**config.mk**
```make
export PLATFORM = sky130hd
export DESIGN_NAME = tetris_frame_sequencer
export DESIGN_NICKNAME = d
export VERILOG_FILES = /design/src/rtl/tetris_lcd_pkg.sv /design/src/rtl/tetris_window_cmd_rom.sv /design/src/rtl/tetris_frame_sequencer.sv
export SDC_FILE = /design/constraint.sdc
export NUM_CORES = 1
export LEC_CHECK = 0
export ABC_AREA = 0
export CAP_MARGIN = 0
export CORE_ASPECT_RATIO = 0.9
export CORE_MARGIN = 4
export CORE_UTILIZATION = 45
export CTS_BUF_LIST = sky130_fd_sc_hd__clkbuf_8
export DETAILED_ROUTE_END_ITERATION = 12
export PLACE_DENSITY = 0.74
export SKIP_CTS_REPAIR_TIMING = 1
export SLEW_MARGIN = 20
export SYNTH_ARGS = -nofsm -noshare
export SYNTH_HDL_FRONTEND = slang
export SYNTH_SLANG_ARGS = --single-unit
```
**constraint.sdc**
```tcl
create_clock -name clk -period 2.95 [get_ports clk]
set_clock_uncertainty 0.1 [all_clocks]
set_input_delay 0.4425 -clock clk [delete_from_list [all_inputs] [get_ports clk]]
set_output_delay 0.4425 -clock clk [all_outputs]
set_load 0.005 [all_outputs]
```
**src/rtl/tetris_lcd_pkg.sv**
```systemverilog
// Shared LCD definitions for the frame sequencer: command codes, default
// panel geometry and the FSM state encoding.
package tetris_lcd_pkg;

  localparam int DEFAULT_H_RES = 128;
  localparam int DEFAULT_V_RES = 160;

  localparam logic [7:0] CMD_CASET = 8'h2A;
  localparam logic [7:0] CMD_RASET = 8'h2B;
  localparam logic [7:0] CMD_RAMWR = 8'h2C;

  // Window sequence is 11 bytes: indices 0..10.
  localparam logic [3:0] WIN_CMD_LAST = 4'd10;

  typedef enum logic [2:0] {
    ST_IDLE = 3'd0,
    ST_CMD  = 3'd1,
    ST_PREQ = 3'd2,
    ST_PCAP = 3'd3,
    ST_PHI  = 3'd4,
    ST_PLO  = 3'd5,
    ST_DONE = 3'd6
  } state_t;

endpackage

```
**src/rtl/tetris_window_cmd_rom.sv**
```systemverilog
// Window-setup byte ROM: CASET / RASET spanning the full panel, then RAMWR.
// Output is {dc, data}; dc=0 marks a command byte.
module tetris_window_cmd_rom
  import tetris_lcd_pkg::*;
#(
  parameter int H_RES = DEFAULT_H_RES,
  parameter int V_RES = DEFAULT_V_RES
) (
  input  logic [3:0] idx,
  output logic       dc,
  output logic [7:0] data
);

  localparam logic [15:0] XE = 16'(H_RES - 1);
  localparam logic [15:0] YE = 16'(V_RES - 1);

  always_comb begin
    dc   = 1'b0;
    data = 8'h00;
    case (idx)
      4'd0:  begin dc = 1'b0; data = CMD_CASET;  end
      4'd1:  begin dc = 1'b1; data = 8'h00;      end
      4'd2:  begin dc = 1'b1; data = 8'h00;      end
      4'd3:  begin dc = 1'b1; data = XE[15:8];   end
      4'd4:  begin dc = 1'b1; data = XE[7:0];    end
      4'd5:  begin dc = 1'b0; data = CMD_RASET;  end
      4'd6:  begin dc = 1'b1; data = 8'h00;      end
      4'd7:  begin dc = 1'b1; data = 8'h00;      end
      4'd8:  begin dc = 1'b1; data = YE[15:8];   end
      4'd9:  begin dc = 1'b1; data = YE[7:0];    end
      4'd10: begin dc = 1'b0; data = CMD_RAMWR;  end
      default: begin dc = 1'b0; data = 8'h00;    end
    endcase
  end

endmodule

```
**src/rtl/tetris_frame_sequencer.sv**
```systemverilog
// Streams one full LCD frame over a byte-wide SPI handshake: window setup
// commands, then every pixel fetched from the renderer as two RGB565 bytes.
//
// state | meaning
// IDLE  | waiting for frame_start
// CMD   | sending the 11-byte window/RAMWR sequence
// PREQ  | one-cycle render strobe for (pix_x, pix_y)
// PCAP  | capture renderer pixel into buffer
// PHI   | send buffer[15:8]
// PLO   | send buffer[7:0], then advance pixel position
// DONE  | one-cycle frame_done pulse
module tetris_frame_sequencer
  import tetris_lcd_pkg::*;
#(
  parameter int H_RES = DEFAULT_H_RES,
  parameter int V_RES = DEFAULT_V_RES
) (
  input  logic        clk,
  input  logic        reset,
  input  logic        frame_start,
  output logic        busy,
  output logic        frame_done,
  output logic [12:0] pix_x,
  output logic [12:0] pix_y,
  output logic        pix_req,
  input  logic [15:0] pix_data,
  output logic        spi_valid,
  output logic [7:0]  spi_data,
  output logic        spi_dc,
  input  logic        spi_ready
);

  localparam logic [12:0] X_LAST = 13'(H_RES - 1);
  localparam logic [12:0] Y_LAST = 13'(V_RES - 1);

  state_t      state, state_next;
  logic [3:0]  cmd_idx;
  logic [15:0] pix_buf;
  logic        rom_dc;
  logic [7:0]  rom_data;
  logic        xfer;
  logic        last_x, last_y;

  tetris_window_cmd_rom #(
    .H_RES(H_RES),
    .V_RES(V_RES)
  ) u_cmd_rom (
    .idx (cmd_idx),
    .dc  (rom_dc),
    .data(rom_data)
  );

  assign xfer   = spi_valid && spi_ready;
  assign last_x = (pix_x == X_LAST);
  assign last_y = (pix_y == Y_LAST);

  always_ff @(posedge clk) begin
    if (reset) state <= ST_IDLE;
    else       state <= state_next;
  end

  always_comb begin
    state_next = state;
    case (state)
      ST_IDLE: if (frame_start) state_next = ST_CMD;
      ST_CMD:  if (xfer && cmd_idx == WIN_CMD_LAST) state_next = ST_PREQ;
      ST_PREQ: state_next = ST_PCAP;
      ST_PCAP: state_next = ST_PHI;
      ST_PHI:  if (xfer) state_next = ST_PLO;
      ST_PLO:  if (xfer) state_next = (last_x && last_y) ? ST_DONE : ST_PREQ;
      ST_DONE: state_next = ST_IDLE;
      default: state_next = ST_IDLE;
    endcase
  end

  always_comb begin
    busy       = 1'b1;
    frame_done = 1'b0;
    pix_req    = 1'b0;
    spi_valid  = 1'b0;
    spi_data   = 8'h00;
    spi_dc     = 1'b0;
    case (state)
      ST_IDLE: busy = 1'b0;
      ST_CMD: begin
        spi_valid = 1'b1;
        spi_data  = rom_data;
        spi_dc    = rom_dc;
      end
      ST_PREQ: pix_req = 1'b1;
      ST_PCAP: ;
      ST_PHI: begin
        spi_valid = 1'b1;
        spi_data  = pix_buf[15:8];
        spi_dc    = 1'b1;
      end
      ST_PLO: begin
        spi_valid = 1'b1;
        spi_data  = pix_buf[7:0];
        spi_dc    = 1'b1;
      end
      ST_DONE: begin
        busy       = 1'b0;
        frame_done = 1'b1;
      end
      default: busy = 1'b0;
    endcase
  end

  // Datapath only moves on handshakes, so a stalled SPI engine freezes everything.
  always_ff @(posedge clk) begin
    if (reset) begin
      cmd_idx <= 4'd0;
      pix_x   <= 13'd0;
      pix_y   <= 13'd0;
      pix_buf <= 16'h0000;
    end else begin
      case (state)
        ST_IDLE: begin
          if (frame_start) begin
            cmd_idx <= 4'd0;
            pix_x   <= 13'd0;
            pix_y   <= 13'd0;
          end
        end
        ST_CMD:  if (xfer && cmd_idx != WIN_CMD_LAST) cmd_idx <= cmd_idx + 4'd1;
        ST_PCAP: pix_buf <= pix_data;
        ST_PLO: begin
          if (xfer) begin
            if (!last_x) begin
              pix_x <= pix_x + 13'd1;
            end else if (!last_y) begin
              pix_x <= 13'd0;
              pix_y <= pix_y + 13'd1;
            end
          end
        end
        default: ;
      endcase
    end
  end

endmodule

```
# Word level (Yosys, flattened, before mapping)
# Memories as Yosys holds them, arrays and structs flattened. A register that Yosys moved wholly into a read port is not among the register bits.
# Index checks and enable logic that the tools add are counted.
# word_totals
ff_bits,49
rom_bits,144
out_inout_bits,39
word_cells,67
memories,1
# op_classes
add_sub_neg,3
n_eq_ne,18
muxes,26
reduce_logical,14
# memory_table
memory,depth,width,rd,rd_ports_with_merged_regs,wr,line,source
(no name shown),16,9,1,1,0,tetris_window_cmd_rom.sv:20,case (idx)
# op_table
op,count
two-way mux 13 bit,7
case mux 13 bit (2 select lines),2
adder 13 x 1 -> 13 bit (second input constant),2
case mux 8 bit (3 select lines),1
case mux 3 bit (6 select lines),1
two-way mux 4 bit,4
two-way mux 3 bit,5
!= test 2 bit (second input constant),7
equality test 13 x 7 -> 1 bit (second input constant),1
equality test 13 x 8 -> 1 bit (second input constant),1
equality test 3 bit (second input constant),3
case mux 4 bit (2 select lines),1
AND reduction 4 bit,2
equality test 3 x 2 -> 1 bit (second input constant),2
AND reduction 5 bit,1
OR reduction 5 bit,1
adder 4 x 1 -> 4 bit (second input constant),1
equality test 4 bit (second input constant),1
logical AND 1 bit,4
two-way mux 1 bit,4
!= test 4 bit (second input constant),1
nonzero test 2 bit,2
equality test 3 x 1 -> 1 bit (second input constant),1
zero test 3 bit,1
5 further kinds,5

# Depth between registers and ports, before layout
# Gate-level depths: netlist of run 1.
# logic_depth
word_depth,9
mapped_depth,12

# Modules after synthesis
# Synthesis of run 1 repeated with hierarchy kept, for this count alone.
# hier_totals
hier_cells,342
hier_area_um2,2830.2
# modules_own_cells
module,instances,cells_each,area_each_um2
tetris_frame_sequencer,1,317,2638.8
tetris_window_cmd_rom,1,25,191.4

# Worst setup path before layout of run 1
# Ideal clock, no wire load.
# synth_timing
path_type,reg2reg
from,reg state[2]
to,"reg, netlist name u_cmd_rom.data[2]"
setup_time_ns,0.074
arrival_time_ns,2.003
required_ns,2.776
path_slack_ns,0.773
path_stages_with_launch,12
path_cell_list,dfxtp_1 -> clkbuf_1 -> nor2b_1 -> clkbuf_1 -> nand3_1 -> xnor2_1 -> nor2_1 -> inv_1 -> ha_1 -> inv_1 -> or3_1 -> o21ai_0
# synth_between
elab_chain_cells,9
elab_cells_between_ends,15
# synth_lines
element,line,source
start: declaration,tetris_frame_sequencer.sv:36,"state_t state, state_next;"
start signal: assignment,tetris_frame_sequencer.sv:59,else state <= state_next;
equality test 3 bit / equality test 3 x 1 -> 1 bit (equally long branches),"tetris_frame_sequencer.sv:83, tetris_frame_sequencer.sv:118",
OR reduction 3 bit (no source line),-,
two-way mux 1 bit,tetris_frame_sequencer.sv:83,case (state)
logical AND 1 bit,tetris_frame_sequencer.sv:53,assign xfer = spi_valid && spi_ready;
logical AND 1 bit,tetris_frame_sequencer.sv:126,ST_CMD: if (xfer && cmd_idx != WIN_CMD_LAST) cmd_idx <= cmd_idx + 4'd1;
!= test 2 bit (no source line),-,
AND reduction 3 bit (no source line),-,
two-way mux 4 bit (no source line) * (2 in a row),-,
# Every way passes the cells marked *; elsewhere a longest branch is shown, timed or not.
# A chain may end at the register's enable or synchronous reset.

# Worst setup path in the final report of run 1
# layout_timing
from,reg state[2]
to,out spi_data[7]
# layout_between
elab_chain_cells,2
elab_cells_between_ends,4
# layout_lines
element,line,source
equality test 3 bit / equality test 3 x 1 -> 1 bit (equally long branches),tetris_frame_sequencer.sv:83,
case mux 8 bit (3 select lines) *,tetris_frame_sequencer.sv:83,
end: declaration,tetris_frame_sequencer.sv:28,"output logic [7:0] spi_data,"
# Marked as above.

==> results.rst, run 1 <==
.. list-table::
   :header-rows: 1

   * - Metric
     - Value
   * - Die span in y
     - around 84 um
   * - Drt wl/cell
     - about 13 um
   * - ANT cells
     - 0
   * - Final critical-path share of the clock period
     - 0.899
   * - Delay of the slowest cell on the worst path
     - roughly 0.55 ns
   * - Average via count per standard cell
     - approximately 5
   * - Critical path endpoint category
     - primary output
   * - Multiplexer fraction of the synthesized cell area
     - 0.0382
   * - Clock-pin slew reported for the worst setup and hold paths after clock tree synthesis
     - roughly 0.06 ns
   * - Dominant combinational cell family by area after synthesis
     - simple AND/OR/NAND/NOR gates
   * - Mean cell area of the mapped netlist
     - about 8.2 um^2
   * - Most frequent cell after synthesis
     - sky130_fd_sc_hd__dfxtp_1
   * - Most common cell on crit path
     - sky130_fd_sc_hd__buf_4
   * - Distinct cell type count of the synthesized netlist
     - 55
   * - Area fraction in compound gates after synthesis
     - 0.137
   * - Tot Pwr
     - 1.71 mW
   * - RSZ-0062 raised after global routing
     - no
   * - Cells taking the most area after synthesis
     - sky130_fd_sc_hd__dfxtp_1 (40%), sky130_fd_sc_hd__nand2_1 (6.6%), sky130_fd_sc_hd__a21oi_1 (5.5%), sky130_fd_sc_hd__nor2_1 (5.4%), sky130_fd_sc_hd__xnor2_1 (3.6%)
   * - Status
     - complete, no violations
   * - Number of antenna violations at the first check in global routing
     - 0
   * - Count of flip-flops with a built-in enable after synthesis
     - 0
   * - Synthesized-area fraction occupied by adder cells
     - 0.0343
   * - Remaining antenna violation count after routing
     - 0
   * - Post-synthesis async set-or-reset flop share
     - 0
   * - Critical Path, Cell by Cell
     - buf_4 -> nor2b_1 -> buf_4 -> a22oi_1 -> nor2_1 -> clkdlybuf4s50_1
   * - Overall Global Routing Usage
     - 0.179
   * - Slew at the pin closest to its max-slew limit
     - approximately 0.85 ns
   * - Post-route non-filler standard cell count
     - around 500
   * - Worst min-delay path class
     - reg2reg
   * - Setup TNS Final
     - 0 ns
   * - Kind of start point of the critical path
     - register
   * - Core outline area
     - 0.00622 mm^2
   * - Floorplan row count
     - 27
   * - Start point of the worst hold path
     - pix_buf[13]
   * - Vias in the first global route
     - approximately 2400
   * - Crit path DAT
     - roughly 2.1 ns
   * - Placed cells
     - roughly 490
   * - FF-to-FF Start
     - state[2]
   * - Count of input and output buffers
     - a little under 60
   * - TritonCTS clock tree
     - built
   * - Area growth from synthesis to layout
     - 28.2%
   * - Number of slew-limit violations in the final report
     - 0
   * - Total detailed-routing wirelength
     - around 6.6 mm
   * - Sum of net half-perimeters after detailed placement
     - between 4 and 5 mm
   * - Boundary pin count
     - 59
   * - Req. time, crit path
     - roughly 2.4 ns
   * - Number of buffer and inverter instances along the worst setup path
     - 3
   * - Highest clock frequency the design can meet
     - ~380 MHz
   * - Area fraction in and, or, nand and nor cells after synthesis
     - 0.275
   * - Clock period minus worst slack
     - 2.65 ns
   * - #FFs+latches synth
     - 58
   * - Layout cells sized above 1
     - 0.118
   * - Number of nets in the finished design
     - 440
   * - Final-report setup violation count
     - 0
   * - Final global-route overflow total
     - 0
   * - Largest net degree at the start of global routing
     - 26
   * - Synth Net Count
     - around 380
   * - Worst vdd ir
     - 0.000218 V
   * - Area share of the largest cell type after synthesis
     - 0.398
   * - XOR/XNOR Fraction of Synth Area
     - 0.0631
   * - Synthesized area
     - 0.00291 mm^2
   * - Routability Congestion
     - roughly 0.86
   * - Areal power density over the cells
     - between 400 and 500 mW/mm^2
   * - Number of hold violations in the final report
     - 0
   * - Filler cell count in the final layout
     - 571
   * - Clock root buffer
     - sky130_fd_sc_hd__clkbuf_8
   * - Share of the yosys chip area belonging to registers
     - 0.398
   * - Number of sinks driven by the clock tree
     - 58
   * - Lkg Pwr
     - between 1 and 1.5 nW
   * - Max-slew headroom
     - 0.418
   * - Biggest area consumer among synthesized cells
     - sky130_fd_sc_hd__dfxtp_1
   * - Worst-path cell with the longest stage delay
     - sky130_fd_sc_hd__dfxtp_1
   * - Initial DRT Pass Iterations
     - 4
   * - Gate Count Post-Synth
     - ~360
   * - Worst Path Class, Setup
     - reg2out
   * - Later-pin clock latency in the skew report
     - ~0.34 ns
   * - Highest net fanout along the worst path
     - 15
   * - Top_reg_cell synth
     - sky130_fd_sc_hd__dfxtp_1
   * - Post-route DRC
     - 0
   * - Post-synth top cells
     - sky130_fd_sc_hd__dfxtp_1 (58), sky130_fd_sc_hd__nand2_1 (51), sky130_fd_sc_hd__nor2_1 (42), sky130_fd_sc_hd__a21oi_1 (32)
   * - Die Area
     - between 0.007 and 0.008 mm^2
   * - Vias post-DR
     - 2587
   * - Inserted Clock Buffers
     - 9
   * - Flop2flop setup slack
     - approximately 0.48 ns
   * - Crit path from
     - state[2]
   * - Yosys Warn Count
     - 0
   * - Detailed Route Iter0 Violations
     - approximately 140
   * - Initial cell density of the core
     - 0.469
   * - First-pass GRT wire length
     - between 10 and 15 mm
   * - Horizontal die dimension
     - between 90 and 100 um
   * - Family with the most delay on the worst path
     - buffers and inverters
   * - Buffers from clock root to sink, at most
     - 2
   * - H-Tree Level Count
     - 3
   * - Count of maximum capacitance violations
     - 0
worst reg2reg max path, stage by stage (launching register included):
cell	delay, ns
sky130_fd_sc_hd__dfxtp_1	0.55
sky130_fd_sc_hd__buf_4	0.28
sky130_fd_sc_hd__nor2b_1	0.06
sky130_fd_sc_hd__buf_4	0.17
sky130_fd_sc_hd__a31oi_1	0.19
sky130_fd_sc_hd__o21a_1	0.19
sky130_fd_sc_hd__nand2_1	0.08
sky130_fd_sc_hd__buf_4	0.16
sky130_fd_sc_hd__ha_1	0.21
sky130_fd_sc_hd__mux2_2	0.27
sky130_fd_sc_hd__o22ai_1	0.14
final timing paths:
| path | cells after the start | end |
|---|---|---|
| worst min-delay path | 2 | pix_buf[13] |
| worst max register to register | 10 | u_cmd_rom.dc |
| worst min register to register | 2 | pix_buf[13] |
| worst max-delay path | 6 | spi_data[7] |
registers in the layout, indices dropped and copies added, names as in the netlist:
register and count:
cmd_idx 4, pix_x 13, state 3, pix_buf 16, u_cmd_rom.data 8, u_cmd_rom.dc 1
pix_y 13
kinds of logic after synthesis:
group	count (synthesis)
compound gates	63
simple gates	161
xor+xnor	21
mux	10
flops	58
buf+inv	35
fa+ha+maj	8
per-stage QoR:
stage / worst slack (ns) / util / hold slack (ns) / area, um^2
global placement: 0.165 / 0.572 / 0.341 / 3560
finish: 0.297 / 0.601 / 0.353 / 3730
CTS: 0.128 / 0.601 / 0.353 / 3730
detailed placement: 0.0903 / 0.572 / 0.345 / 3560
floorplan: 0.773 / - / 0.333 / 2910
global route: 0.149 / 0.601 / 0.370 / 3730
power breakdown:
part           internal, mW  total [mW]  switching [mW]
clock network         0.362       0.654           0.292
registers             0.800       0.821          0.0211
logic                 0.113       0.235           0.122
total                  1.28        1.71           0.435
layout by cell type (no fill, tap or decap), drive strengths merged, types with 3 or more instances in the layout:
master         synthesis  routed
a21o                   3       3
a21oi                 33      33
a22oi                  8       8
and2                   3       3
and3                   4       4
buf                   10       7
clkbuf                10      12
clkdlybuf4s50          0      58
dfxtp                 58      58
ha                     8       8
inv                   15      15
mux2                   9       9
nand2                 52      52
nand2b                 3       3
nand3                 14      14
nand3b                 3       3
nand4                  5       5
nor2                  45      45
nor3                  11      11
nor4                   3       3
nor4b                  4       4
o21ai                  6       6
or3                    4       4
xnor2                 12      12
xor2                   9       9
per-layer routing:
metal	vias to the layer above	share of wire	wire, um	global-route usage
li1	1331	-	-	-
met1	1206	0.48	3190	0.242
met2	44	0.47	3120	0.277
met3	6	0.038	251	0.0547
met4	0	0.011	73	0.0493
met5	-	0	0	0
cell type report:
type                            instances  area [um^2]  area share
Sequential cell                        58         1160       0.311
Multi-Input combinational cell        263         1600       0.427
Inverter                               15         56.3      0.0151
Clock inverter                          2         12.5     0.00335
Timing Repair Buffer                   65          633       0.170
Clock buffer                           12          165      0.0442
Tap cell                               87          109      0.0291
Note: power is estimated with default switching activity, not from simulation.
==> run 2: changes to the inputs <==
==> constraint.sdc (replaced) <==
create_clock -name clk -period 3.28 [get_ports clk]
set_clock_uncertainty 0.1 [all_clocks]
set_input_delay 0.492 -clock clk [delete_from_list [all_inputs] [get_ports clk]]
set_output_delay 0.492 -clock clk [all_outputs]
set_load 0.005 [all_outputs]
==> results.rst, run 2 (synthesis results as in run 1) <==
.. list-table::
   :header-rows: 1

   * - Metric
     - Value
   * - Final critical-path share of the clock period
     - 0.896
   * - Overall Global Routing Usage
     - 0.181 (was 0.179)
   * - Crit path DAT
     - 2.35 ns (was 2.11 ns)
   * - Die span in y
     - 84.3 um (unchanged)
   * - Status
     - complete, no violations (unchanged)
   * - Drt wl/cell
     - 13.2 um (about the same)
   * - Areal power density over the cells
     - 415 mW/mm^2 (was 458 mW/mm^2)
   * - Inserted Clock Buffers
     - 9 (unchanged)
   * - Worst Path Class, Setup
     - reg2out (unchanged)
   * - Clock period minus worst slack
     - between 2 and 3 ns
   * - Sum of net half-perimeters after detailed placement
     - 4.93 mm (was 4.87 mm)
   * - Filler cell count in the final layout
     - 587 (was 571)
   * - Highest net fanout along the worst path
     - 25 (was 15)
   * - Later-pin clock latency in the skew report
     - 0.34 ns (about the same)
   * - Number of slew-limit violations in the final report
     - 0 (unchanged)
   * - Setup WS pre-CTS
     - 0.342 ns (was 0.0903 ns)
   * - Max-slew headroom
     - 0.449 (was 0.418)
   * - Vias in the first global route
     - 2525 (was 2399)
   * - Initial DRT Pass Iterations
     - 4 (unchanged)
   * - Clock root buffer
     - sky130_fd_sc_hd__clkbuf_8 (unchanged)
   * - Kind of start point of the critical path
     - register (unchanged)
   * - Area growth from synthesis to layout
     - 27.6% (was 28.2%)
   * - TritonCTS clock tree
     - built (unchanged)
   * - Horizontal die dimension
     - 92.8 um (unchanged)
   * - Critical path endpoint category
     - primary output (unchanged)
   * - Average via count per standard cell
     - 5.27 (was 5.15)
   * - Post-route worst setup slack
     - 0.341 ns (was 0.297 ns)
   * - Number of hold violations in the final report
     - 0 (unchanged)
   * - Boundary pin count
     - 59 (unchanged)
   * - H-Tree Level Count
     - 3 (unchanged)
   * - Post-route DRC
     - 0 (unchanged)
   * - Commonest cells after routing, fill and taps aside
     - sky130_fd_sc_hd__dfxtp_1 (58), sky130_fd_sc_hd__clkdlybuf4s50_1 (58), sky130_fd_sc_hd__nand2_1 (51) (was sky130_fd_sc_hd__clkdlybuf4s50_1 (58), sky130_fd_sc_hd__dfxtp_1 (57), sky130_fd_sc_hd__nand2_1 (51))
   * - Floorplan row count
     - 27 (unchanged)
   * - Setup TNS Final
     - 0 ns (unchanged)
   * - Clock-pin slew reported for the worst setup and hold paths after clock tree synthesis
     - 0.07 ns (was 0.06 ns)
   * - Lkg Pwr
     - 1.33 nW (was 1.32 nW)
   * - Initial cell density of the core
     - 0.469 (unchanged)
   * - FF-to-FF Start
     - state[2] (unchanged)
   * - Count of maximum capacitance violations
     - 0 (unchanged)
   * - Remaining antenna violation count after routing
     - 0 (unchanged)
   * - Routability Congestion
     - 0.875 (was 0.857)
   * - Worst vdd ir
     - 0.000184 V (was 0.000218 V)
   * - Core outline area
     - 0.00622 mm^2 (unchanged)
   * - Detailed Route Iter0 Violations
     - 96 (was 136)
   * - Die Area
     - 0.00783 mm^2 (unchanged)
   * - Vias post-DR
     - 2638 (was 2587)
   * - Number of antenna violations at the first check in global routing
     - 0 (unchanged)
   * - ANT cells
     - 0 (unchanged)
   * - Count of input and output buffers
     - 58 (unchanged)
   * - Biggest regs
     - pix_buf: 16 flops, pix_x: 13 flops, pix_y: 13 flops (unchanged)
   * - First-pass GRT wire length
     - 11.5 mm (was 11.4 mm)
   * - Largest net degree at the start of global routing
     - 26 (unchanged)
   * - Slew at the pin closest to its max-slew limit
     - 0.827 ns (was 0.851 ns)
   * - Worst min-delay path class
     - reg2reg (unchanged)
   * - Number of sinks driven by the clock tree
     - 58 (unchanged)
   * - Total detailed-routing wirelength
     - 6.64 mm (was 6.63 mm)
   * - RSZ-0062 raised after global routing
     - no (unchanged)
   * - Number of nets in the finished design
     - 437 (was 440)
   * - Register name with the most flops
     - pix_buf (unchanged)
   * - Crit path from
     - state[2] (unchanged)
   * - Highest clock frequency the design can meet
     - approximately 340 MHz
   * - Largest register FFs
     - 16 (unchanged)
   * - Layout cells sized above 1
     - 0.109 (was 0.118)
   * - Buffers from clock root to sink, at most
     - 2 (unchanged)
   * - Start point of the worst hold path
     - pix_buf[6] (was pix_buf[13])
   * - Req. time, crit path
     - 2.69 ns (was 2.41 ns)
   * - Final-report setup violation count
     - 0 (unchanged)
   * - Final global-route overflow total
     - 0 (unchanged)
==> run 2: changes by cell type in the layout (fill, tap and decap cells not counted), sizes merged <==
cell / change
inv: +2
buf: -3
clkinv: +1
clkinvlp: -1
==> run 2: worst max-delay path, stage by stage, from the launching register on <==
cell,delay (ns)
sky130_fd_sc_hd__dfxtp_1,0.84
sky130_fd_sc_hd__nor2b_1,0.23
sky130_fd_sc_hd__buf_4,0.23
sky130_fd_sc_hd__a22oi_1,0.18
sky130_fd_sc_hd__nor2_1,0.06
sky130_fd_sc_hd__clkdlybuf4s50_1,0.47
==> run 2: power by group <==
part           internal [mW]  switching [mW]  leakage (nW)  total, mW
Combinational          0.100           0.111         0.752      0.211
Sequential             0.719          0.0179         0.468      0.737
Clock                  0.328           0.268         0.105      0.595
Total                   1.15           0.397          1.33       1.54
==> run 2: worst paths after layout <==
path                      end  slack [ns]  depth (start not counted)
setup / recovery  spi_data[4]        0.34                          5
hold / removal     pix_buf[6]        0.35                          2
setup reg to reg     pix_x[3]        0.54                          6
hold reg to reg    pix_buf[6]        0.35                          2
==> run 2: through the flow <==
step / hold WS (ns) / util / instance area [um^2] / std cells / total power [mW]
2_1_floorplan: 0.333 / - / 2910 / 356 / 0.887
3_3_place_gp: 0.342 / 0.568 / 3530 / 485 / 0.960
3_5_place_dp: 0.347 / 0.568 / 3530 / 485 / 0.963
4_1_cts: 0.356 / 0.598 / 3720 / 501 / 1.56
5_1_grt: 0.379 / 0.598 / 3720 / 501 / 1.62
6_report: 0.354 / 0.598 / 3720 / 501 / 1.54
==> run 2: cell type report <==
class,count,area [um^2],share of cell area
timing repair buffer,62,611,0.164
multi-input combinational,263,1600,0.430
tap,87,109,0.0293
sequential,58,1160,0.312
clock inverter,4,17.5,0.00471
inverter,15,56.3,0.0151
clock buffer,12,165,0.0444
==> run 2: per-layer routing <==
layer  part of all wire  global-route usage  vias up  routed length [um]
li1                   -                   -     1328                   -
met1               0.47               0.236     1260                3110
met2               0.48               0.290       43                3180
met3              0.041              0.0573        7                 274
met4              0.010              0.0506        0                  68
met5                  0                   0        -                   0
==> run 3: changes to the inputs <==
--- a/config.mk
+++ b/config.mk
@@ -7,7 +7,7 @@
 export LEC_CHECK = 0
 export ABC_AREA = 0
 export CAP_MARGIN = 0
-export CORE_ASPECT_RATIO = 0.9
+export CORE_ASPECT_RATIO = 0.75
 export CORE_MARGIN = 4
 export CORE_UTILIZATION = 45
 export CTS_BUF_LIST = sky130_fd_sc_hd__clkbuf_8
==> results.rst, run 3 (synthesis results as in run 1) <==
.. list-table::
   :header-rows: 1

   * - Metric
     - Value
   * - Worst Path Class, Setup
     - reg2out (unchanged)
   * - Initial cell density of the core
     - 0.463 (was 0.469)
   * - Critical path endpoint category
     - primary output (unchanged)
   * - Final-report setup violation count
     - 0 (unchanged)
   * - Sum of net half-perimeters after detailed placement
     - 4.83 mm (was 4.93 mm)
   * - Post-route DRC
     - 0 (unchanged)
   * - Drt wl/cell
     - 13.7 um (was 13.2 um)
   * - Largest net degree at the start of global routing
     - 30 (was 26)
   * - Count of input and output buffers
     - 58 (unchanged)
   * - Vias in the first global route
     - 2416 (was 2525)
   * - Core outline area
     - 0.00629 mm^2 (was 0.00622 mm^2)
   * - Total cell area at the placement stage
     - 0.00353 mm^2 (unchanged)
   * - Req. time, crit path
     - 2.69 ns (about the same)
   * - Clock root buffer
     - sky130_fd_sc_hd__clkbuf_8 (unchanged)
   * - Highest clock frequency the design can meet
     - 333 MHz (was 340 MHz)
   * - Crit path DAT
     - 2.41 ns (was 2.35 ns)
   * - Average via count per standard cell
     - 5.27 (about the same)
   * - Detailed Route Iter0 Violations
     - 150 (was 96)
   * - Count of maximum capacitance violations
     - 0 (unchanged)
   * - Later-pin clock latency in the skew report
     - 0.35 ns (was 0.34 ns)
   * - Highest net fanout along the worst path
     - 17 (was 25)
   * - Area growth from synthesis to layout
     - 29.9% (was 27.6%)
   * - Register name with the most flops
     - pix_buf (unchanged)
   * - Max-slew headroom
     - 0.396 (was 0.449)
   * - Final critical-path share of the clock period
     - 0.914 (was 0.896)
   * - Areal power density over the cells
     - 470 mW/mm^2 (was 415 mW/mm^2)
   * - Number of nets in the finished design
     - 438 (was 437)
   * - Biggest regs
     - pix_buf: 16 flops, pix_x: 13 flops, pix_y: 13 flops (unchanged)
   * - Kind of start point of the critical path
     - register (unchanged)
   * - Die span in y
     - 77.7 um (was 84.3 um)
   * - Number of slew-limit violations in the final report
     - 0 (unchanged)
   * - Die Area
     - 0.00784 mm^2 (was 0.00783 mm^2)
   * - Horizontal die dimension
     - 101 um (was 92.8 um)
   * - Worst min-delay path class
     - reg2reg (unchanged)
   * - Routability Congestion
     - 0.856 (was 0.875)
   * - Lkg Pwr
     - 1.35 nW (was 1.33 nW)
   * - Post-route cell area
     - 0.00378 mm^2 (was 0.00372 mm^2)
   * - First-pass GRT wire length
     - 11.2 mm (was 11.5 mm)
   * - RSZ-0062 raised after global routing
     - no (unchanged)
   * - H-Tree Level Count
     - 3 (unchanged)
   * - Fraction of the core area covered by cells at the end of the flow
     - 0.602 (was 0.598)
   * - Vias post-DR
     - 2613 (was 2638)
   * - TritonCTS clock tree
     - built (unchanged)
   * - Status
     - complete, no violations (unchanged)
   * - Worst vdd ir
     - 0.000248 V (was 0.000184 V)
   * - Number of hold violations in the final report
     - 0 (unchanged)
   * - Layout cells sized above 1
     - 0.116 (was 0.109)
   * - Largest register FFs
     - 16 (unchanged)
   * - Number of antenna violations at the first check in global routing
     - 0 (unchanged)
   * - Initial DRT Pass Iterations
     - 5 (was 4)
   * - Tot Pwr
     - 1.78 mW (was 1.54 mW)
   * - Floorplan row count
     - 25 (was 27)
   * - Overall Global Routing Usage
     - 0.180 (was 0.181)
   * - ANT cells
     - 0 (unchanged)
   * - Buffers from clock root to sink, at most
     - 2 (unchanged)
   * - Number of sinks driven by the clock tree
     - 58 (unchanged)
   * - Final global-route overflow total
     - 0 (unchanged)
   * - Remaining antenna violation count after routing
     - 0 (unchanged)
   * - Slew at the pin closest to its max-slew limit
     - 0.884 ns (was 0.827 ns)
   * - Setup TNS Final
     - 0 ns (unchanged)
   * - Clock-pin slew reported for the worst setup and hold paths after clock tree synthesis
     - 0.06 ns (was 0.07 ns)
   * - Boundary pin count
     - 59 (unchanged)
   * - Clock period minus worst slack
     - 3.00 ns (was 2.94 ns)
   * - Total detailed-routing wirelength
     - 6.81 mm (was 6.64 mm)
   * - Inserted Clock Buffers
     - 9 (unchanged)
   * - Commonest cells after routing, fill and taps aside
     - sky130_fd_sc_hd__dfxtp_1 (58), sky130_fd_sc_hd__clkdlybuf4s50_1 (58), sky130_fd_sc_hd__nand2_1 (51) (unchanged)
## run 3: final timing paths
check	startpoint	endpoint	slack (ns)	cells after the start
setup / recovery	state[0]	spi_data[6]	0.28	5
hold / removal	pix_buf[13]	pix_buf[13]	0.35	2
setup reg to reg	state[1]	u_cmd_rom.data[2]	0.56	8
hold reg to reg	pix_buf[13]	pix_buf[13]	0.35	2
## run 3: cell type report
cell class              count  area, um^2
flip-flops and latches     58        1160
inverters                  15        56.3
clock buffers              11         151
clock inverters             5         100
fillers                   550        2500
repair buffers             63         618
multi-input cells         263        1600
well taps                  81         101
## run 3: stage by stage
stage | std cells | hold WS, ns | worst slack (ns)
4_1_cts | 496 | 0.355 | 0.270
3_5_place_dp | 480 | 0.346 | 0.351
2_1_floorplan | 356 | 0.333 | 1.10
3_3_place_gp | 480 | 0.339 | 0.437
5_1_grt | 496 | 0.377 | 0.128
6_report | 496 | 0.352 | 0.281
## run 3: metal layers
layer	share of wire	global-route usage
met1	0.47	0.239
met5	0	0
met2	0.46	0.270
met3	0.057	0.0620
met4	0.017	0.0691
## run 3: worst max-delay path, cell delays in order (launching register included)
cell,delay [ns]
sky130_fd_sc_hd__dfxtp_1,0.73
sky130_fd_sc_hd__buf_4,0.28
sky130_fd_sc_hd__mux2_2,0.34
sky130_fd_sc_hd__a22oi_1,0.18
sky130_fd_sc_hd__nor2_1,0.06
sky130_fd_sc_hd__clkdlybuf4s50_1,0.48
## run 3: where the power goes
part	switching (mW)	internal, mW
combinational	0.101	0.101
clock	0.284	0.543
sequential	0.0281	0.719
total	0.414	1.36
